[config.mk]
export PLATFORM = sky130hd
export DESIGN_NAME = uart_tx_arb
export DESIGN_NICKNAME = d
export VERILOG_FILES = /design/src/rtl/uart_tx_arb.sv
export SDC_FILE = /design/constraint.sdc
export NUM_CORES = 1
export LEC_CHECK = 0
export ABC_AREA = 1
export BUFFER_PORTS_ARGS = -buffer_cell sky130_fd_sc_hd__buf_4
export CORE_ASPECT_RATIO = 0.7
export CORE_MARGIN = 4
export CORE_UTILIZATION = 45
export CTS_CLUSTER_DIAMETER = 100
export CTS_CLUSTER_SIZE = 12
export DETAILED_ROUTE_END_ITERATION = 8
export PLACE_DENSITY_LB_ADDON = 0.12
export SYNTH_ARGS = -nofsm -noshare
export SYNTH_HDL_FRONTEND = slang
export SYNTH_SLANG_ARGS = --single-unit
[constraint.sdc]
create_clock -name clk32_i -period 3.97 [get_ports clk32_i]
set_input_delay 0 -clock clk32_i [delete_from_list [all_inputs] [get_ports clk32_i]]
set_output_delay 0 -clock clk32_i [all_outputs]
set_load 0.01 [all_outputs]
[src/rtl/uart_tx_arb.sv]
// Two-source UART transmitter: arbitrates debug-bridge and SoC UART bytes onto one
// 8N1 serial line, limiting debug bursts while the SoC UART is waiting.
module uart_tx_arb #(
  parameter int unsigned CLK_FREQ      = 32000000,
  parameter int unsigned BAUDRATE      = 1000000,
  parameter int unsigned MAX_DBG_BURST = 4
) (
  input  logic       clk32_i,
  input  logic       rst,
  input  logic       dbg_valid_i,
  input  logic [7:0] dbg_data_i,
  output logic       dbg_accept_o,
  input  logic       uart_valid_i,
  input  logic [7:0] uart_data_i,
  output logic       uart_accept_o,
  output logic       txd_o,
  output logic       busy_o,
  output logic       owner_o
);

  localparam int unsigned DIV       = CLK_FREQ / BAUDRATE;
  localparam logic [15:0] BIT_LAST  = 16'(DIV - 1);
  localparam logic [7:0]  BURST_MAX = 8'(MAX_DBG_BURST);

  typedef enum logic [1:0] {IDLE, START, DATA, STOP} state_t;

  state_t      state;
  logic [15:0] bit_cnt;
  logic [2:0]  bit_idx;
  logic [7:0]  shreg;
  logic [7:0]  burst_cnt;
  logic        dbg_sel;
  logic        uart_sel;
  logic        bit_end;

  // Debug has priority unless it has used up its burst allowance while the SoC UART waits
  assign dbg_sel  = (state == IDLE) && !rst && dbg_valid_i &&
                    (!uart_valid_i || (burst_cnt != BURST_MAX));
  assign uart_sel = (state == IDLE) && !rst && uart_valid_i && !dbg_sel;

  assign dbg_accept_o  = dbg_sel;
  assign uart_accept_o = uart_sel;
  assign bit_end       = (bit_cnt == 16'd0);

  always_ff @(posedge clk32_i or posedge rst) begin
    if (rst) begin
      state     <= IDLE;
      bit_cnt   <= 16'd0;
      bit_idx   <= 3'd0;
      shreg     <= 8'd0;
      burst_cnt <= 8'd0;
      txd_o     <= 1'b1;
      busy_o    <= 1'b0;
      owner_o   <= 1'b0;
    end else begin
      if (uart_sel)
        burst_cnt <= 8'd0;
      else if (dbg_sel && uart_valid_i)
        burst_cnt <= burst_cnt + 8'd1;

      case (state)
        IDLE: begin
          if (dbg_sel || uart_sel) begin
            state   <= START;
            shreg   <= uart_sel ? uart_data_i : dbg_data_i;
            owner_o <= uart_sel;
            busy_o  <= 1'b1;
            txd_o   <= 1'b0;
            bit_cnt <= BIT_LAST;
          end
        end
        START: begin
          if (bit_end) begin
            state   <= DATA;
            bit_idx <= 3'd0;
            txd_o   <= shreg[0];
            bit_cnt <= BIT_LAST;
          end else begin
            bit_cnt <= bit_cnt - 16'd1;
          end
        end
        DATA: begin
          if (bit_end) begin
            bit_cnt <= BIT_LAST;
            if (bit_idx == 3'd7) begin
              state <= STOP;
              txd_o <= 1'b1;
            end else begin
              // LSB-first: shift the next bit into position 0
              bit_idx <= bit_idx + 3'd1;
              shreg   <= {1'b0, shreg[7:1]};
              txd_o   <= shreg[1];
            end
          end else begin
            bit_cnt <= bit_cnt - 16'd1;
          end
        end
        STOP: begin
          if (bit_end) begin
            state  <= IDLE;
            busy_o <= 1'b0;
          end else begin
            bit_cnt <= bit_cnt - 16'd1;
          end
        end
        default: state <= IDLE;
      endcase
    end
  end

endmodule

==> key figures, run 1 <==
Outcome
  • Outcome: finished, final reports clean

Power and ir drop
  • Pint: 0.00119 W
  • Pwr/cell area: approximately 720 nW/um^2
  • Share of power burned in registers: 0.294
  • LEAKAGE: around 1.6 nW
  • Net switching fraction of the power: 0.468
  • VDD IR max: approximately 0.33 mV
  • Logic pwr share: 0.540
  • Clock share of power: 0.166
  • Switching power: 0.00104 W

Timing
  • TNS Setup: 0 ns
  • Final hold violations: 0
  • Fmax: roughly 380 MHz
  • Min cycle time layout: around 2.6 ns
  • Final Skew: roughly 0.012 ns
  • Final setup fails: 0
  • RSZ-0062 raised after global routing: no
  • Rel. slew slack: 0.407
  • Crit share post-route: 0.658
  • Fin. max-slew vios: 0
  • Final critical-path setup slack: ~1.4 ns
  • Slew @ Worst Pin: roughly 0.88 ns

Global route
  • Initial antenna violation count: 0
  • Largest net degree at the start of global routing: 26
  • First-pass GRT wire length: 10.5 mm
  • Vias in the first global route: ~2200
  • Total grt overflow: 0
  • GRT Overall Usage: 0.178

Setup path
  • Crit path buffers/inverters: 6
  • Most frequent CP cell: buf_4
  • Worst endpoint required time: 3.97 ns
  • WP data arrival: 2.61 ns
  • Worst path max stage delay: between 0.6 and 0.7 ns
  • Worst-path cell chain: dlygate4sd3_1 > buf_4 > clkinv_1 > nand3_2 > clkinv_2 > nand2_2 > inv_1 > buf_4
  • Crit. End Element: output port
  • Startpoint class of the critical path: input pin
  • Max FO, Critical Path: 25
  • Critical path class: in2out
  • CP delay by family, top: buffers and inverters
  • CP max stage cell: clkinv_1

Yosys
  • Post-Synthesis Cells: 383
  • Yosys reg bits: 40
  • Synth Area in Simple Gates: 0.388
  • Seq/Total Area, Yosys: 0.365
  • Post-synth cell types: 35
  • Synth top area cells: dfrtp_1 36%, nand2_1 14%, nand3_1 8.2%
  • Post-synth EDFFs: 0
  • Average cell area after synthesis: ~7.2 sq um
  • Largest family of logic cells by synthesized area: simple AND/OR/NAND/NOR gates
  • Cell area after synthesis: 2750 sq um
  • Synth top area share: 0.355
  • Yosys top cell by area: dfrtp_1
  • Most common cell in the netlist: nand2_1
  • Synth Flop Type: dfrtp_1
  • Synthesis Warnings: 0
  • XOR/XNOR Fraction of Synth Area: 0.0128
  • Synth top cells by count: 102 x nand2_1, 50 x inv_1, 45 x nand3_1
  • Synth Area in Compound Gates: 0.0801
  • Async set or reset register ratio after synthesis: 1.00
  • Proportion of synthesized area in mux cells: 0
  • Synthesized-area fraction occupied by adder cells: 0.0501
  • Syn nets: roughly 410

Detailed routing
  • DR WL/cell: about 12 um
  • First DRT Iteration DRCs: about 110
  • Number of remaining DRC errors: 0
  • Met2 routed wirelength: 2.38 mm
  • Top Layer Used: met4
  • Post-DRT Antenna Nets: 0
  • DR vias: 2412
  • Met1 wire length: around 3.3 mm
  • Routed WL: roughly 6 mm
  • DR pass1 iterations: 5
  • Vias per cell: 4.99
  • DR WL met3: between 200 and 250 um

Die
  • # rows: 23
  • Num ports: 25
  • Full die area: ~7400 sq um
  • Initial Util: 0.473
  • Die width: just over 100 um
  • Core area: 5810 sq um
  • Die Ht: 73.4 um

Finish
  • Post-route cell area: ~3100 sq um
  • Util after Layout: 0.531
  • Layout cells sized above 1: 0.159
  • Antenna cells: 0
  • Number of fill cells: 579
  • Nets: about 440
  • Area delta synth->final: 12.2%

Clock network
  • Deepest clock path buffer count: 2
  • Num CTS Buffers: 5
  • Reg clk slew, reported paths: about 0.080 ns
  • Post-CTS sizing: 0
  • CTS tree: yes
  • Clk sinks: 40
  • Worst skew pair latency: around 0.30 ns
  • Root buf cell: clkbuf_8
  • # H-tree levels: 2

Place
  • Placer Congestion: 0.849
  • Post-DP HPWL: roughly 4.6 mm
  • Dpl cell area: slightly below 3000 sq um
  • I/O Buffers: 24
  • Dpl ws: 1.59 ns

Flow run
  • MaxCap Viol Count: 0

Min path
  • Worst hold path type: in2reg
[layout by cell type (no fill, tap or decap), types with 3 or more instances in the layout]
cell type    n
nand2_1    102
inv_1       49
nand3_1     45
dfrtp_1     39
nor2_1      38
buf_4       25
o21ai_0     19
ha_1        11
nor3_1       9
nand4_1      8
or2_2        7
clkbuf_8     7
nand2_2      5
o21ai_1      4
a21oi_2      4
a21oi_1      4
nor2_2       3
nor2_4       3
o31ai_1      3
xor2_1       3
[final cells by class]
class / instances / area (sq um) / share of cell area
inverter: 53 / 205 / 0.0665
sequential: 40 / 1000 / 0.325
clock inverter: 1 / 30.0 / 0.00974
clock buffer: 7 / 96.3 / 0.0312
timing repair buffer: 26 / 198 / 0.0641
multi-input combinational: 281 / 1460 / 0.473
tap: 75 / 93.8 / 0.0304
[timing repair]
| action | 4_1_cts | 5_1_grt |
|---|---|---|
| hold endpoints to repair | 20 | 0 |
| buffers inserted | 0 | 0 |
| hold buffers | 1 | 0 |
[cells by family (layout without fill, tap and decap cells)]
logic type               Yosys count  in the layout
AND/OR/NAND/NOR                  229            229
buffers and inverters             62             87
flip-flops                        40             40
AO/OA/AOI/OAI                     37             37
adder cells (fa/ha/maj)           11             11
XOR/XNOR                           4              4
[power by group through the flow]
stage	clock network (W)	registers [W]	logic, W
floorplan	0	0.000641	0.00101
detailed placement	0	0.000659	0.00121
global route	0.000396	0.000671	0.00139
finish	0.000370	0.000655	0.00121
global placement	0	0.000659	0.00119
CTS	0.000377	0.000654	0.00121
[routing by layer]
metal | track usage | up-vias
met5 | 0 | -
met4 | 0.0487 | 0
met3 | 0.0380 | 8
met2 | 0.257 | 31
met1 | 0.269 | 1099
li1 | - | 1274
[stage by stage]
stage | hold slack, ns | std cells | total power, W
after detailed placement | 0.118 | 474 | 0.00187
after global routing | 0.0290 | 483 | 0.00246
after CTS | 0.0126 | 483 | 0.00224
after global placement | 0.113 | 474 | 0.00185
after floorplan | 0.212 | 383 | 0.00165
final | 0.0194 | 483 | 0.00223
[sequential cells by signal (all words and copies together) (netlist names)]
name / cells
bit_cnt: 16
shreg: 8
state: 2
busy_o: 1
burst_cnt: 8
bit_idx: 3
txd_o: 1
owner_o: 1
[worst register-to-register path, delay by kind of cell (launching register included)]
family	cells	cell delay, ns
AO/OA/AOI/OAI	2	0.32
adder cells (fa/ha/maj)	1	0.30
buffers and inverters	1	0.12
flip-flops	1	0.42
AND/OR/NAND/NOR	3	1.05
[worst paths after layout]
check | from | cells past startpoint | to | slack (ns)
worst max-delay path | rst | 8 | uart_accept_o | 1.36
worst min-delay path | dbg_valid_i | 4 | owner_o | 0.02
worst max register to register | state[0] | 7 | bit_cnt[13] | 1.66
worst min register to register | shreg[4] | 2 | shreg[4] | 0.48
max in group asynchronous | rst | 4 | bit_cnt[1] | 2.92
min in group asynchronous | rst | 3 | burst_cnt[4] | 0.34
No activity file was read; power rests on OpenSTA's default activity.
==> run 2, diff against run 1 <==
Clock period 3.97 ns to 2.11 ns, I/O delays scaled along.
==> key figures, run 2 (synthesis gave the netlist of run 1 again) <==
Finish
  • Util after Layout: 0.536
  • Top Registers: bit_cnt: 16 flops, burst_cnt: 8 flops, shreg: 8 flops
  • Commonest non-fill, non-tap cell in the layout: nand2_1
  • Max FFs per register: 16
  • Nets: 444
  • Antenna cells: 0
  • Biggest register: bit_cnt
  • Layout cells sized above 1: 0.171
  • Non-Filler Instances: between 400 and 500
  • Commonest cells after routing, fill and taps aside: 102 x nand2_1, 49 x inv_1, 45 x nand3_1
  • Area delta synth->final: 13.5%

Power and ir drop
  • Pwr/cell area: approximately 1400 nW/um^2
  • LEAKAGE: 1.61 nW
  • VDD IR max: ~0.81 mV

Global route
  • Total grt overflow: 0
  • Largest net degree at the start of global routing: 25
  • GRT Overall Usage: 0.179
  • Vias in the first global route: roughly 2200
  • Initial antenna violation count: 0
  • First-pass GRT wire length: approximately 10 mm

Clock network
  • Worst skew pair latency: 0.30 ns
  • # H-tree levels: 2
  • Clk sinks: 40
  • CTS tree: yes
  • Deepest clock path buffer count: 2
  • Num CTS Buffers: 5
  • Reg clk slew, reported paths: roughly 0.080 ns
  • Root buf cell: clkbuf_8

Setup path
  • WP data arrival: between 1.5 and 2 ns
  • Max FO, Critical Path: 15
  • Reg2Reg Setup Slack: 0.22 ns
  • Critical path class: reg2out
  • Startpoint class of the critical path: flip-flop
  • Most frequent CP cell: inv_1
  • Crit. End Element: output port
  • Worst-path cell chain: inv_1 > ha_2 > and3_1 > nand2_2 > nand2_4 > inv_1 > buf_4
  • Worst endpoint required time: between 2 and 2.5 ns
  • CP max stage cell: dfrtp_1
  • Worst path max stage delay: ~0.42 ns

Detailed routing
  • Number of remaining DRC errors: 0
  • Post-DRT Antenna Nets: 0
  • DR pass1 iterations: 4
  • DR WL/cell: around 13 um
  • DR vias: roughly 2500
  • Routed WL: about 6.2 mm
  • First DRT Iteration DRCs: 170
  • Vias per cell: 5.09

Outcome
  • Outcome: finished, final reports clean

Die
  • Full die area: 7440 sq um
  • Initial Util: 0.473
  • Die width: between 100 and 150 um
  • Core area: about 5800 sq um
  • Num ports: 25
  • # rows: 23
  • Die Ht: between 70 and 80 um

Timing
  • Final hold violations: 0
  • Crit share post-route: 0.911
  • Rel. slew slack: 0.785
  • Final Skew: around 0.0078 ns
  • Final setup fails: 0
  • TNS Setup: 0 ns
  • RSZ-0062 raised after global routing: no
  • Fmax: between 500 and 600 MHz
  • Slew @ Worst Pin: roughly 0.32 ns
  • Min cycle time layout: about 1.9 ns
  • Fin. max-slew vios: 0

Flow run
  • MaxCap Viol Count: 0

Place
  • Placer Congestion: approximately 0.80
  • Post-DP HPWL: ~4.7 mm
  • I/O Buffers: 24
  • Post-Place Cells: 480

Min path
  • Worst hold path type: in2reg
==> run 2: layer usage <==
layer / track usage / vias up / wire length (um)
li1: - / 1288 / -
met1: 0.279 / 1143 / 3370
met2: 0.247 / 52 / 2460
met3: 0.0342 / 8 / 276
met4: 0.0531 / 0 / 74
met5: 0 / - / 0
==> run 2: through the flow <==
| stage | hold slack (ns) | power [W] | setup slack, ns | area, sq um |
|---|---|---|---|---|
| 6_report | 0.0179 | 0.00426 | 0.188 | 3120 |
| 5_1_grt | 0.0367 | 0.00469 | 0.0521 | 3120 |
| 4_1_cts | 0.0147 | 0.00425 | 0.0537 | 3110 |
| 3_5_place_dp | 0.137 | 0.00361 | 0.161 | 2990 |
| 3_3_place_gp | 0.128 | 0.00357 | 0.272 | 2990 |
| 2_1_floorplan | 0.212 | 0.00310 | 0.162 | 2750 |
==> run 2: worst paths after layout <==
path                                from       endpoint  cells past startpoint
hold reg to reg                    txd_o          txd_o                      2
max in group asynchronous            rst     bit_cnt[2]                      4
setup / recovery                state[0]  uart_accept_o                      7
hold / removal             dbg_data_i[7]       shreg[7]                      5
setup reg to reg                state[0]    bit_cnt[13]                      8
min in group asynchronous            rst       shreg[0]                      4
==> run 2: area by class of cell <==
| type | instances | area [sq um] |
|---|---|---|
| Clock inverter | 2 | 35.0 |
| Tap cell | 75 | 93.8 |
| Multi-Input combinational cell | 281 | 1470 |
| Sequential cell | 40 | 1000 |
| Fill cell | 577 | 2700 |
| Timing Repair Buffer | 32 | 243 |
| Clock buffer | 6 | 72.6 |
| Inverter | 53 | 205 |
==> run 2: timing repair <==
item / in CTS / in global routing
endpoints found under the hold margin: 39 / 0
gates resized for setup: 0 / 2
endpoints found under the setup margin: 0 / 2
hold buffers: 1 / 0
setup buffers: 0 / 0
==> run 2: where the power goes <==
part | leakage, nW | internal (W) | total [W] | switching [W]
clock network | 0.0552 | 0.000351 | 0.000627 | 0.000276
logic | 1.04 | 0.000859 | 0.00239 | 0.00153
registers | 0.520 | 0.00103 | 0.00124 | 0.000202
total | 1.61 | 0.00224 | 0.00426 | 0.00201
==> run 2: critical path, delay by kind of cell (launching register included) <==
family / cells / cell delay [ns]
simple gates: 3 / 0.61
fa+ha+maj: 1 / 0.26
flops: 1 / 0.42
buf+inv: 3 / 0.35
